**src/rtl/inmem_arb_pkg.sv**
```systemverilog
// Shared types and default sizes for the inmem read-port arbiter.
package inmem_arb_pkg;

  localparam int unsigned DEF_NUM_REQ  = 3;   // 0 = packet builder, 1 = DI checker, 2 = CRC checker
  localparam int unsigned DEF_ADDR_W   = 14;
  localparam int unsigned DEF_DATA_W   = 32;
  localparam int unsigned DEF_LOCK_MAX = 64;

  typedef enum logic {
    ARB_IDLE  = 1'b0,
    ARB_OWNED = 1'b1
  } arb_state_e;

endpackage

```
**src/rtl/inmem_rd_arbiter_rr_pick.sv**
```systemverilog
// Round-robin winner selection: first set request at or after rr_ptr_i, wrapping.
module rr_pick #(
  parameter int unsigned NUM_REQ = 3,
  parameter int unsigned IDX_W   = 2
) (
  input  logic [NUM_REQ-1:0] req_i,
  input  logic [IDX_W-1:0]   rr_ptr_i,
  output logic [IDX_W-1:0]   winner_o,
  output logic               valid_o
);

  // Scan every requester in priority order starting at the pointer.
  always_comb begin : p_scan
    int unsigned idx;
    // NOTE: every output of a combinational block gets a default first, so no
    // path leaves it unassigned and no latch is inferred.
    idx      = 0;
    winner_o = '0;
    valid_o  = 1'b0;
    for (int unsigned i = 0; i < NUM_REQ; i++) begin
      idx = (32'(rr_ptr_i) + i) % NUM_REQ;
      if (!valid_o && req_i[idx]) begin
        winner_o = IDX_W'(idx);
        valid_o  = 1'b1;
      end
    end
  end

endmodule

```
**src/rtl/inmem_rd_arbiter.sv**
```systemverilog
// Arbitrates the inmem port-B read path between NUM_REQ requesters.
// A granted owner keeps the port while it holds lock; the read data
// returns one cycle after each mem_en beat, steered by rvalid.
// Optional macro ARB_LOCK_TIMEOUT_EN: force-release an owner after
// LOCK_MAX cycles in OWNED and pulse lock_err.
module inmem_rd_arbiter
  import inmem_arb_pkg::*;
#(
  parameter int unsigned NUM_REQ  = DEF_NUM_REQ,
  parameter int unsigned ADDR_W   = DEF_ADDR_W,
  parameter int unsigned DATA_W   = DEF_DATA_W,
  parameter int unsigned LOCK_MAX = DEF_LOCK_MAX
) (
  input  logic                      clk,
  input  logic                      reset,
  input  logic [NUM_REQ-1:0]        req,
  input  logic [NUM_REQ-1:0]        lock,
  input  logic [NUM_REQ*ADDR_W-1:0] addr_i,
  output logic [NUM_REQ-1:0]        gnt,
  output logic [NUM_REQ-1:0]        rvalid,
  output logic [DATA_W-1:0]         rdata,
  output logic                      mem_en,
  output logic [ADDR_W-1:0]         mem_addr,
  input  logic [DATA_W-1:0]         mem_data_i,
  output logic                      busy,
  output logic                      lock_err
);

  localparam int unsigned     IDX_W    = (NUM_REQ > 1) ? $clog2(NUM_REQ) : 1;
  localparam logic [IDX_W-1:0] LAST_IDX = IDX_W'(NUM_REQ - 1);

  if (NUM_REQ < 2 || LOCK_MAX < 2) begin : g_bad_cfg
    $error("inmem_rd_arbiter: NUM_REQ and LOCK_MAX must both be at least 2");
  end

  arb_state_e         state_q, state_d;
  logic [IDX_W-1:0]   owner_q, owner_d;
  logic [IDX_W-1:0]   rr_ptr_q, rr_ptr_d;
  logic [IDX_W-1:0]   pick_idx, next_ptr;
  logic               pick_vld;
  logic [NUM_REQ-1:0] rvalid_q, rvalid_d, owner_oh;
  logic [ADDR_W-1:0]  owner_addr;
  logic               own_req, own_lock, timeout;

  rr_pick #(
    .NUM_REQ (NUM_REQ),
    .IDX_W   (IDX_W)
  ) u_rr_pick (
    .req_i    (req),
    .rr_ptr_i (rr_ptr_q),
    .winner_o (pick_idx),
    .valid_o  (pick_vld)
  );

  // Decode the current owner: one-hot form, its req/lock bits and address slice.
  always_comb begin
    owner_oh   = '0;
    own_req    = 1'b0;
    own_lock   = 1'b0;
    owner_addr = '0;
    for (int unsigned k = 0; k < NUM_REQ; k++) begin
      if (owner_q == IDX_W'(k)) begin
        owner_oh[k] = 1'b1;
        own_req     = req[k];
        own_lock    = lock[k];
        owner_addr  = addr_i[k*ADDR_W +: ADDR_W];
      end
    end
  end

  assign next_ptr = (owner_q == LAST_IDX) ? '0 : owner_q + IDX_W'(1);

  // Next-state and port outputs; everything reads as zero while reset is high.
  always_comb begin
    state_d  = state_q;
    owner_d  = owner_q;
    rr_ptr_d = rr_ptr_q;
    rvalid_d = '0;
    gnt      = '0;
    mem_en   = 1'b0;
    mem_addr = '0;
    busy     = 1'b0;
    if (!reset) begin
      case (state_q)
        ARB_IDLE: begin
          if (pick_vld) begin
            owner_d = pick_idx;
            state_d = ARB_OWNED;
          end
        end
        ARB_OWNED: begin
          gnt  = owner_oh;
          busy = 1'b1;
          if (own_req) begin
            mem_en   = 1'b1;
            mem_addr = owner_addr;
            rvalid_d = owner_oh;
          end
          // Dropped request, final unlocked beat, or forced release.
          if (!own_req || !own_lock || timeout) begin
            state_d  = ARB_IDLE;
            rr_ptr_d = next_ptr;
          end
        end
        default: state_d = ARB_IDLE;
      endcase
    end
  end

  // FSM state, owner, round-robin pointer and the one-beat read-valid pipeline.
  always_ff @(posedge clk) begin
    // NOTE: sequential state uses non-blocking assignments so every register
    // updates from the same pre-edge values, independent of statement order.
    if (reset) begin
      state_q  <= ARB_IDLE;
      owner_q  <= '0;
      rr_ptr_q <= '0;
      rvalid_q <= '0;
    end else begin
      state_q  <= state_d;
      owner_q  <= owner_d;
      rr_ptr_q <= rr_ptr_d;
      rvalid_q <= rvalid_d;
    end
  end

  assign rvalid = reset ? '0 : rvalid_q;
  assign rdata  = (|rvalid) ? mem_data_i : '0;

`ifdef ARB_LOCK_TIMEOUT_EN
  localparam int unsigned CNT_W = $clog2(LOCK_MAX);

  logic [CNT_W-1:0] lock_cnt_q, lock_cnt_d;
  logic             lock_err_q;

  assign timeout = (state_q == ARB_OWNED) && own_req && own_lock &&
                   (lock_cnt_q == CNT_W'(LOCK_MAX - 1));

  // Count consecutive OWNED cycles; restart from zero for every new owner.
  always_comb begin
    lock_cnt_d = '0;
    if (state_q == ARB_OWNED && state_d == ARB_OWNED) begin
      lock_cnt_d = lock_cnt_q + CNT_W'(1);
    end
  end

  // Hold the counter and register the forced-release pulse.
  always_ff @(posedge clk) begin
    if (reset) begin
      lock_cnt_q <= '0;
      lock_err_q <= 1'b0;
    end else begin
      lock_cnt_q <= lock_cnt_d;
      lock_err_q <= timeout;
    end
  end

  assign lock_err = reset ? 1'b0 : lock_err_q;
`else
  // A lock is honoured indefinitely.
  assign timeout  = 1'b0;
  assign lock_err = 1'b0;
`endif

endmodule

```
**config.mk**
```make
export PLATFORM = sky130hd
export DESIGN_NAME = inmem_rd_arbiter
export DESIGN_NICKNAME = d
export VERILOG_FILES = /design/src/rtl/inmem_arb_pkg.sv /design/src/rtl/inmem_rd_arbiter_rr_pick.sv /design/src/rtl/inmem_rd_arbiter.sv
export SDC_FILE = /design/constraint.sdc
export NUM_CORES = 1
export LEC_CHECK = 0
export BUFFER_PORTS_ARGS = -buffer_cell sky130_fd_sc_hd__buf_4
export CORE_MARGIN = 4
export CORE_UTILIZATION = 36
export DETAILED_ROUTE_END_ITERATION = 8
export GPL_ROUTABILITY_DRIVEN = 0
export PLACE_DENSITY = 0.82
export SLEW_MARGIN = 20
export SYNTH_ARGS = -nofsm -noshare
export SYNTH_HDL_FRONTEND = slang
export SYNTH_HIERARCHICAL = 1
export SYNTH_SLANG_ARGS = --single-unit
```
**constraint.sdc**
```tcl
create_clock -name clk -period 2.7 [get_ports clk]
set_input_delay 0.27 -clock clk [delete_from_list [all_inputs] [get_ports clk]]
set_output_delay 0.27 -clock clk [all_outputs]
set_load 0.005 [all_outputs]
```
==> results of run 1 <==
-- synthesized netlist by cell type (all sizes together) --
master | instances | area, sq um
conb | 1 | 3.75
ha | 3 | 37.5
nand2b | 4 | 25.0
nand4b | 2 | 17.5
inv | 6 | 22.5
or3 | 2 | 13.8
o21ai | 3 | 15.0
and2 | 35 | 219
mux2 | 1 | 15.0
nand4bb | 1 | 11.3
buf | 10 | 105
a211oi | 2 | 15.0
a2bb2oi | 15 | 149
and4 | 1 | 8.76
nor3 | 18 | 95.1
dfxtp | 8 | 160
a21o | 1 | 7.51
nor3b | 1 | 7.51
nor4b | 1 | 8.76
nor2b | 9 | 58.8
mux2i | 23 | 234
nand3b | 3 | 22.5
a21boi | 1 | 7.51
nor2 | 4 | 15.0
clkbuf | 6 | 22.5
o41ai | 2 | 25.0
-- final timing paths --
check / from / to
worst min register to register: rr_ptr_q[1]$_SDFFE_PP0P_ / rr_ptr_q[1]$_SDFFE_PP0P_
worst max register to register: rr_ptr_q[0]$_SDFFE_PP0P_ / owner_q[0]$_SDFFE_PP0P_
worst max-delay path: owner_q[0]$_SDFFE_PP0P_ / mem_addr[10]
worst min-delay path: reset / owner_q[1]$_SDFFE_PP0P_
-- kinds of logic after synthesis --
group / count (synthesis)
other: 1
muxes: 24
AOI/OAI and AO/OA: 24
adders and majority gates: 3
buffers and inverters: 22
and+or+nand+nor: 81
DFF: 8
-- critical path, cell delays in order (launching register included) --
cell and delay [ns]:
dfxtp_1 0.54, buf_4 0.29, buf_4 0.22, mux2i_1 0.21, a2bb2oi_1 0.17, nor3_1 0.06
buf_4 0.17
-- routing by layer --
layer | up-vias | wire length, um
li1 | 829 | -
met1 | 743 | 1890
met2 | 71 | 2580
met3 | 2 | 475
met4 | 0 | 19
met5 | - | 0
-- cell usage in the layout (no fill, tap or decap), types with 2 or more instances in the layout --
master,netlist,layout
nand2b_1,4,4
a2bb2oi_1,14,14
o21ai_1,2,2
a211oi_1,2,2
dfxtp_1,8,8
buf_4,2,140
nand3b_1,3,3
nand4b_1,2,2
nor2_1,4,4
nor2b_1,8,8
and2_1,35,35
inv_1,5,5
clkbuf_8,0,3
nor3_1,17,17
ha_1,3,3
mux2i_1,22,22
-- layout make-up --
type | instances | area [sq um] | area share (%)
Multi-Input combinational cell | 133 | 1010 | 43.2
Timing Repair Buffer | 140 | 1050 | 44.8
Clock buffer | 3 | 41.3 | 1.76
Tap cell | 46 | 57.6 | 2.45
Inverter | 6 | 22.5 | 0.961
Sequential cell | 8 | 160 | 6.83
-- sequential cells by signal, summed over array words and instances, names as in the netlist --
| register | count |
|---|---|
| owner_q | 2 |
| rr_ptr_q | 2 |
| rvalid_q | 3 |
| state_q | 1 |
-- power by group through the flow --
stage	Clock, mW	Sequential, mW	Combinational (mW)
3_3_place_gp	0	0.220	1.09
3_5_place_dp	0	0.220	1.10
6_report	0.143	0.219	1.10
5_1_grt	0.156	0.227	1.20
2_1_floorplan	0	0.175	0.895
4_1_cts	0.149	0.219	1.10
-- metrics by stage --
step | setup WS [ns] | instances | power, mW
3_5_place_dp | 0.666 | 333 | 1.32
2_1_floorplan | 0.794 | 163 | 1.07
3_3_place_gp | 0.703 | 333 | 1.31
5_1_grt | 0.409 | 336 | 1.58
6_report | 0.545 | 336 | 1.46
4_1_cts | 0.542 | 336 | 1.47
==> reports/results.ini, run 1 <==
[worst_setup_path]
crit_fanout=10
r2r_slack_ns=0.65
crit_path_start_kind=flip-flop
critical_path_class=reg2out
ff2ff_path_depth=7
endpoint_kind=primary output
arrival_ns=1.89
required_ns=2.43

[cells_and_area]
final_nets=377
area_growth_syn_to_layout_pct=77.3
final_core_util_pct=68.1
drive_gt1_share_pct=52.1
design_area_sq_um=2340
diodes=0
fillers=302

[synthesis]
synth_fa_ha_area_share_pct=2.84
syn_area_per_cell_sq_um=8.11
synth-seq-cells=8
ys_seq_area_share_pct=12.1
muxShareOfSynthArea_pct=18.8
synthCells=163
synth_top_family_by_area=simple AND/OR/NAND/NOR gates
synth.distinct_cells=38
yosys_warnings=6
syn_nets=248
synth_area_sq_um=1320
synth_xor_xnor_area_share_pct=0
synth_compound_area_share_pct=16.6
synth-simple-area-share_pct=38.0

[floorplan]
die_area_sq_um=4710
die_h_um=68.6
io_pins=137
fp.dieW_um=68.6
rows=21
start_util_pct=38.4
core_area_sq_um=3440

[timing]
finalCritPeriodShare_pct=79.8
slew_headroom_pct=47.9
worst_pin_slew_ns=0.782
finalSetupTns_ns=0
rsz0062_at_grt=false
fmax_ghz=0.464
skew_ns=0.00308
finalMaxSlewViolations=0
setup_violations=0
hold_violations=0
period_needed_ns=2.16
whs_ns=0.296

[routing]
antenna_left=0
vias=1645
routedWlPerCell_um=14.8
drt_drc_violations_left=0
vias_per_cell=4.90
postRouteWirelength_um=4970
dr.pass1.iters=4
drtIter0Drc=51

[clocking]
cts_resized=0
cts_setup_buffers=0
cts_buffer_depth=2
holdBufCountCts=0
numCtsBuffers=3
tritoncts=built
clkTransAtPathRegs_ns=0.04
ctsRootBufferMaster=clkbuf_8
cts_num_sinks=8
clock_latency_ns=0.23
htreeDepth=1

[grt]
grt_pass1_wl_um=7160
met2_usage_pct=33.7
grt-ovfl-total=0
grt_start_max_net_pins=33
grt_use_total_pct=19.5
first_global_vias=1546
antenna_found_initial=0
grt.met3_usage_pct=6.32
grt-busiest-layer=met2
use_met1_pct=23.6

[power_and_ir_drop]
pwr-share-seq_pct=15.0
p_clk_share_pct=9.8
power.leakage_nw=1.19
switching_share_pct=41.5
power_switching_mw=0.605
cell_internal_pwr_mw=0.855
power_density_nw_per_um2=623
vdd_drop_max_mv=0.346
pwr-share-comb_pct=75.2

[run_status]
status=finished, final reports clean

[worst_hold_path]
hold_path_class=in2reg
hold_depth=2

[place]
place_area_sq_um=2300
dpl.hpwl_um=4160
port_buffers=135

[run]
drv_cap=0

Note: power is estimated with default switching activity, not from simulation.
==> inputs of run 2 (changes only) <==
--- a/config.mk
+++ b/config.mk
@@ -5,9 +5,10 @@
 export SDC_FILE = /design/constraint.sdc
 export NUM_CORES = 1
 export LEC_CHECK = 0
+export ABC_AREA = 1
 export BUFFER_PORTS_ARGS = -buffer_cell sky130_fd_sc_hd__buf_4
 export CORE_MARGIN = 4
-export CORE_UTILIZATION = 36
+export CORE_UTILIZATION = 35
 export DETAILED_ROUTE_END_ITERATION = 8
 export GPL_ROUTABILITY_DRIVEN = 0
 export PLACE_DENSITY = 0.82
==> constraint.sdc (replaced) <==
create_clock -name clk -period 2.2 [get_ports clk]
set_input_delay 0.22 -clock clk [delete_from_list [all_inputs] [get_ports clk]]
set_output_delay 0.22 -clock clk [all_outputs]
set_load 0.005 [all_outputs]
==> reports/results.ini, run 2 <==
[run_status]
status=finished, final reports clean  ; unchanged

[worst_setup_path]
r2r_slack_ns=0.44  ; was 0.65 ns
cp_top_family=buffers and inverters  ; unchanged
worstSetupStartpoint=owner_q[1]$_SDFFE_PP0P_  ; was owner_q[0]$_SDFFE_PP0P_
cp.buffers_inverters=3  ; unchanged
arrival_ns=1.70  ; was 1.89 ns
slowest_stage=dfxtp_1  ; unchanged
crit_path_start_kind=flip-flop  ; unchanged
crit_fanout=14  ; was 10
cp_cell_sequence=inv_1, nand2_1, inv_1, nand2_1, a31oi_1, buf_4  ; was buf_4, buf_4, mux2i_1, a2bb2oi_1, nor3_1, buf_4
slowest_delay_ns=0.37  ; was 0.54 ns
required_ns=1.98  ; was 2.43 ns
endpoint_kind=primary output  ; unchanged
r2r-start=rr_ptr_q[0]$_SDFFE_PP0P_  ; unchanged
critical_path_class=reg2out  ; unchanged

[cells_and_area]
top_regs=rvalid_q (3), owner_q (2), rr_ptr_q (2)  ; unchanged
final_nets=461  ; was 377
area_growth_syn_to_layout_pct=82.6  ; was 77.3%
layout_commonest_cell=buf_4  ; unchanged
fillers=327  ; was 302
drive_gt1_share_pct=41.4  ; was 52.1%
largest_reg_flops=3  ; unchanged
diodes=0  ; unchanged
max_flop_register=rvalid_q  ; unchanged
layout_common_cells=137 x buf_4, 70 x nand2_1, 55 x inv_1  ; was 140 x buf_4, 35 x and2_1, 22 x mux2i_1

[grt]
grt_pass1_wl_um=6580  ; was 7160 um
grt_start_max_net_pins=33  ; unchanged
grt_use_total_pct=18.4  ; was 19.5%
first_global_vias=1547  ; was 1546
antenna_found_initial=0  ; unchanged
grt-ovfl-total=0  ; unchanged

[clocking]
cts_setup_buffers=0  ; unchanged
cts_buffer_depth=2  ; unchanged
tritoncts=built  ; unchanged
clock_latency_ns=0.26  ; was 0.23 ns
cts_num_sinks=8  ; unchanged
htreeDepth=1  ; unchanged
ctsRootBufferMaster=clkbuf_4  ; was clkbuf_8
holdBufCountCts=0  ; unchanged
numCtsBuffers=3  ; unchanged
cts_resized=0  ; unchanged
clkTransAtPathRegs_ns=0.06  ; was 0.04 ns

[synthesis]
syn_area_per_cell_sq_um=5.19  ; was 8.11 sq um
synth-simple-area-share_pct=48.3  ; was 38.0%
synth_ff_type=dfxtp_1  ; unchanged
synth_area_leader_cell=nand2_1  ; was mux2i_1
synthTopCellsByArea=nand2_1 21%, inv_1 16%, dfxtp_1 13%  ; was mux2i_1 17%, and2_1 17%, dfxtp_1 12%
synth-seq-cells=8  ; unchanged
synth-edff-count=0  ; unchanged
synth_xor_xnor_area_share_pct=0  ; unchanged
synthCells=242  ; was 163
synth.distinct_cells=23  ; was 38
synth_top_cell_area_share_pct=20.9  ; was 16.7%
synth_top_family_by_area=simple AND/OR/NAND/NOR gates  ; unchanged
synth_area_sq_um=1250  ; was 1320 sq um
synthArstFlopShare_pct=0  ; unchanged
synth_compound_area_share_pct=12.3  ; was 16.6%
synth_common_cells=70 x nand2_1, 55 x inv_1, 39 x nor2_1, 15 x nand3_1, 13 x a31oi_1  ; was 35 x and2_1, 22 x mux2i_1, 17 x nor3_1, 14 x a2bb2oi_1
yosys_warnings=6  ; unchanged
yosysMostFrequentCell=nand2_1  ; was and2_1
muxShareOfSynthArea_pct=0  ; was 18.8%
ys_seq_area_share_pct=12.8  ; was 12.1%
syn_nets=327  ; was 248
synth_fa_ha_area_share_pct=2.99  ; was 2.84%

[power_and_ir_drop]
power_density_nw_per_um2=589  ; was 623 nW/um^2
power_mw=1.35  ; was 1.46 mW
power.leakage_nw=1.43  ; was 1.19 nW
vdd_drop_max_mv=0.461  ; was 0.346 mV

[place]
dpl.hpwl_um=4090  ; was 4160 um
port_buffers=135  ; unchanged

[run]
drv_cap=0  ; unchanged

[timing]
whs_ns=0.322  ; was 0.296 ns
period_needed_ns=1.92
finalCritPeriodShare_pct=87.5
fmax_ghz=0.520
setup_violations=0  ; unchanged
rsz0062_at_grt=false  ; unchanged
finalSetupTns_ns=0  ; unchanged
hold_violations=0  ; unchanged
skew_ns=0.00634  ; was 0.00308 ns
finalMaxSlewViolations=0  ; unchanged

[floorplan]
start_util_pct=37.0  ; was 38.4%
core_area_sq_um=3390  ; was 3440 sq um
die_area_sq_um=4610  ; was 4710 sq um
die_h_um=67.9  ; was 68.6 um
rows=21  ; unchanged
fp.dieW_um=67.9  ; was 68.6 um
io_pins=137  ; unchanged

[worst_hold_path]
hp-start=reset  ; unchanged
hold_path_class=in2reg  ; unchanged

[routing]
drtIter0Drc=64  ; was 51
postRouteWirelength_um=4870  ; was 4970 um
vias=1878  ; was 1645
antenna_left=0  ; unchanged
dr.pass1.iters=4  ; unchanged
vias_per_cell=4.47  ; was 4.90
drt_drc_violations_left=0  ; unchanged
routedWlPerCell_um=11.6  ; was 14.8 um

[run 2: cell families (layout without fill, tap and decap cells)]
logic type | after synthesis | in the layout
other | 1 | 1
and+or+nand+nor | 137 | 137
adders and majority gates | 3 | 3
AOI/OAI and AO/OA | 26 | 26
buffers and inverters | 67 | 199
DFF | 8 | 8
[run 2: power by group]
part           internal, mW  switching [mW]
clock network        0.0626          0.0527
registers             0.184          0.0475
logic                 0.433           0.568
[run 2: stage by stage]
step,utilization (%),setup slack (ns),std cells,instance area (sq um)
floorplan,-,0.606,242,1250
global placement,66.9,0.529,417,2270
detailed placement,66.9,0.438,417,2270
CTS,67.6,0.297,420,2290
global route,67.6,0.177,420,2290
finish,67.6,0.276,420,2290
[run 2: cell type report]
type / count / area, sq um / share of cell area (%)
timing repair buffer: 137 / 1030 / 44.9
tap: 46 / 57.6 / 2.51
multi-input combinational: 167 / 801 / 35.0
clock buffer: 3 / 22.5 / 0.983
inverter: 59 / 221 / 9.67
sequential: 8 / 160 / 6.99
[run 2: path summary, 6_finish.rpt]
path | to | cells past startpoint
max | mem_addr[8] | 6
min | rr_ptr_q[1]$_SDFFE_PP0P_ | 4
max reg2reg | owner_q[0]$_SDFFE_PP0P_ | 11
min reg2reg | rr_ptr_q[1]$_SDFFE_PP0P_ | 2
[run 2: worst register-to-register path, stage by stage (launching register included)]
cell	delay (ns)
dfxtp_1	0.37
inv_1	0.06
ha_1	0.39
inv_2	0.08
nand2_1	0.06
nand3_1	0.06
nand2_1	0.06
nand2_1	0.06
or2_1	0.23
nand2_1	0.11
o21ai_0	0.09
a21oi_1	0.12
[run 2: layer usage]
metal	up-vias	GRT usage, %	part of all wire [%]
li1	981	-	-
met1	800	20.6	35
met2	92	33.4	52
met3	5	4.60	12
met4	0	6.70	0.99
met5	-	0	0
==> inputs of run 3 (changes only) <==
--- a/config.mk
+++ b/config.mk
@@ -5,14 +5,15 @@
 export SDC_FILE = /design/constraint.sdc
 export NUM_CORES = 1
 export LEC_CHECK = 0
-export ABC_AREA = 1
+export ABC_AREA = 0
 export BUFFER_PORTS_ARGS = -buffer_cell sky130_fd_sc_hd__buf_4
+export CORE_ASPECT_RATIO = 0.7
 export CORE_MARGIN = 4
-export CORE_UTILIZATION = 35
+export CORE_UTILIZATION = 36
 export DETAILED_ROUTE_END_ITERATION = 8
 export GPL_ROUTABILITY_DRIVEN = 0
 export PLACE_DENSITY = 0.82
-export SLEW_MARGIN = 20
+export SLEW_MARGIN = 40
 export SYNTH_ARGS = -nofsm -noshare
 export SYNTH_HDL_FRONTEND = slang
 export SYNTH_HIERARCHICAL = 1
==> reports/results.ini, run 3 (synthesis results as in run 1) <==
[routing]
postRouteWirelength_um=4840  ; was 4870 um
drt_drc_violations_left=0  ; unchanged
dr.pass1.iters=6  ; was 4
vias=1639  ; was 1878
routedWlPerCell_um=14.1  ; was 11.6 um
drtIter0Drc=39  ; was 64
vias_per_cell=4.79  ; was 4.47
antenna_left=0  ; unchanged

[timing]
fmax_ghz=0.499  ; was 0.520 GHz
hold_violations=0  ; unchanged
setup_violations=0  ; unchanged
rsz0062_at_grt=false  ; unchanged
worst_pin_slew_ns=0.743
finalCritPeriodShare_pct=91.1  ; was 87.5%
finalSetupTns_ns=0  ; unchanged
skew_ns=0.00617  ; was 0.00634 ns
whs_ns=0.243  ; was 0.322 ns
setup_slack_ns=0.195  ; was 0.276 ns
period_needed_ns=2.00  ; was 1.92 ns
slew_headroom_pct=50.4
finalMaxSlewViolations=0  ; unchanged

[cells_and_area]
drive_gt1_share_pct=52.7  ; was 41.4%
layout_commonest_cell=buf_4  ; unchanged
largest_reg_flops=3  ; unchanged
final_core_util_pct=67.2  ; was 67.6%
final_nets=379  ; was 461
max_flop_register=rvalid_q  ; unchanged
layout_common_cells=142 x buf_4, 35 x and2_1, 22 x mux2i_1  ; was 137 x buf_4, 70 x nand2_1, 55 x inv_1
area_growth_syn_to_layout_pct=79.8  ; was 82.6%
stdcell_count=342  ; was 420
top_regs=rvalid_q (3), owner_q (2), rr_ptr_q (2)  ; unchanged
design_area_sq_um=2380  ; was 2290 sq um
diodes=0  ; unchanged

[worst_setup_path]
slowest_stage=or3_2  ; was dfxtp_1
required_ns=2.33  ; was 1.98 ns
crit_fanout=6  ; was 14
cp_cell_sequence=inv_1, ha_4, mux2i_1, o21ai_0, or3_2, nor2b_1, mux2i_1, nor2_1  ; was inv_1, nand2_1, inv_1, nand2_1, a31oi_1, buf_4
arrival_ns=2.13  ; was 1.70 ns
ff2ff_path_depth=8  ; was 11
endpoint_kind=flip-flop  ; was primary output
cpMostUsedCell=mux2i_1
crit_path_start_kind=flip-flop  ; unchanged
slowest_delay_ns=0.43  ; was 0.37 ns
critical_path_class=reg2reg  ; was reg2out

[grt]
grt_pass1_wl_um=7250  ; was 6580 um
antenna_found_initial=0  ; unchanged
first_global_vias=1463  ; was 1547
grt_start_max_net_pins=33  ; unchanged
grt-ovfl-total=0  ; unchanged
grt_use_total_pct=19.0  ; was 18.4%

[clocking]
clkTransAtPathRegs_ns=0.04  ; was 0.06 ns
numCtsBuffers=3  ; unchanged
ctsRootBufferMaster=clkbuf_8  ; was clkbuf_4
cts_setup_buffers=0  ; unchanged
htreeDepth=1  ; unchanged
holdBufCountCts=0  ; unchanged
clock_latency_ns=0.23  ; was 0.26 ns
tritoncts=built  ; unchanged
cts_num_sinks=8  ; unchanged
cts_buffer_depth=2  ; unchanged

[place]
dpl.hpwl_um=4090  ; about the same
port_buffers=135  ; unchanged
place_area_sq_um=2320  ; was 2270 sq um
dp.cells=339  ; was 417
pre_cts_ws_ns=0.121  ; was 0.438 ns

[power_and_ir_drop]
power_density_nw_per_um2=778  ; was 589 nW/um^2
power.leakage_nw=1.20  ; was 1.43 nW
vdd_drop_max_mv=0.565  ; was 0.461 mV
power_mw=1.85  ; was 1.35 mW

[floorplan]
io_pins=137  ; unchanged
rows=18  ; was 21
core_area_sq_um=3540  ; was 3390 sq um
die_area_sq_um=4720  ; was 4610 sq um
fp.dieW_um=80.4  ; was 67.9 um
start_util_pct=37.4  ; was 37.0%
die_h_um=58.7  ; was 67.9 um

[worst_hold_path]
hold_path_class=in2reg  ; unchanged
hold_depth=2  ; was 4

[run]
drv_cap=0  ; unchanged

[run_status]
status=finished, final reports clean  ; unchanged

## run 3: worst paths after layout
path	startpoint	to	slack, ns
setup / recovery	rr_ptr_q[0]$_SDFFE_PP0P_	owner_q[1]$_SDFFE_PP0P_	0.20
hold / removal	reset	owner_q[0]$_SDFFE_PP0P_	0.24
setup reg to reg	rr_ptr_q[0]$_SDFFE_PP0P_	owner_q[1]$_SDFFE_PP0P_	0.20
hold reg to reg	rr_ptr_q[1]$_SDFFE_PP0P_	rr_ptr_q[1]$_SDFFE_PP0P_	0.54
## run 3: cell type report
type                    count  area (sq um)
flip-flops and latches      8           160
multi-input cells         133          1020
well taps                  50          62.6
repair buffers            142          1070
clock buffers               3          41.3
inverters                   6          22.5
fillers                   325          1160
## run 3: timing repair
item,in CTS,in global routing
hold endpoints to repair,0,0
resized for setup,0,2
setup endpoints to repair,0,3
## run 3: critical path, delay by kind of cell, from the launching register on
family | cells | cell delay (ns)
AO/OA/AOI/OAI | 1 | 0.15
adder cells (fa/ha/maj) | 1 | 0.30
flip-flops | 1 | 0.36
multiplexers | 2 | 0.33
AND/OR/NAND/NOR | 3 | 0.66
buffers and inverters | 1 | 0.09
## run 3: power by group
group / switching (mW) / leakage (nW) / total, mW / internal, mW
Combinational: 0.649 / 1.11 / 1.43 / 0.778
Sequential: 0.0499 / 0.0653 / 0.241 / 0.191
Clock: 0.0615 / 0.0216 / 0.180 / 0.119
Total: 0.761 / 1.20 / 1.85 / 1.09
## run 3: routing by layer
| layer | up-vias | global-route usage (%) | routed length [um] |
|---|---|---|---|
| met3 | 6 | 3.36 | 461 |
| met1 | 728 | 24.9 | 2040 |
| met2 | 70 | 32.8 | 2280 |
| met4 | 0 | 4.34 | 52 |
| li1 | 835 | - | - |
| met5 | - | 0 | 0 |
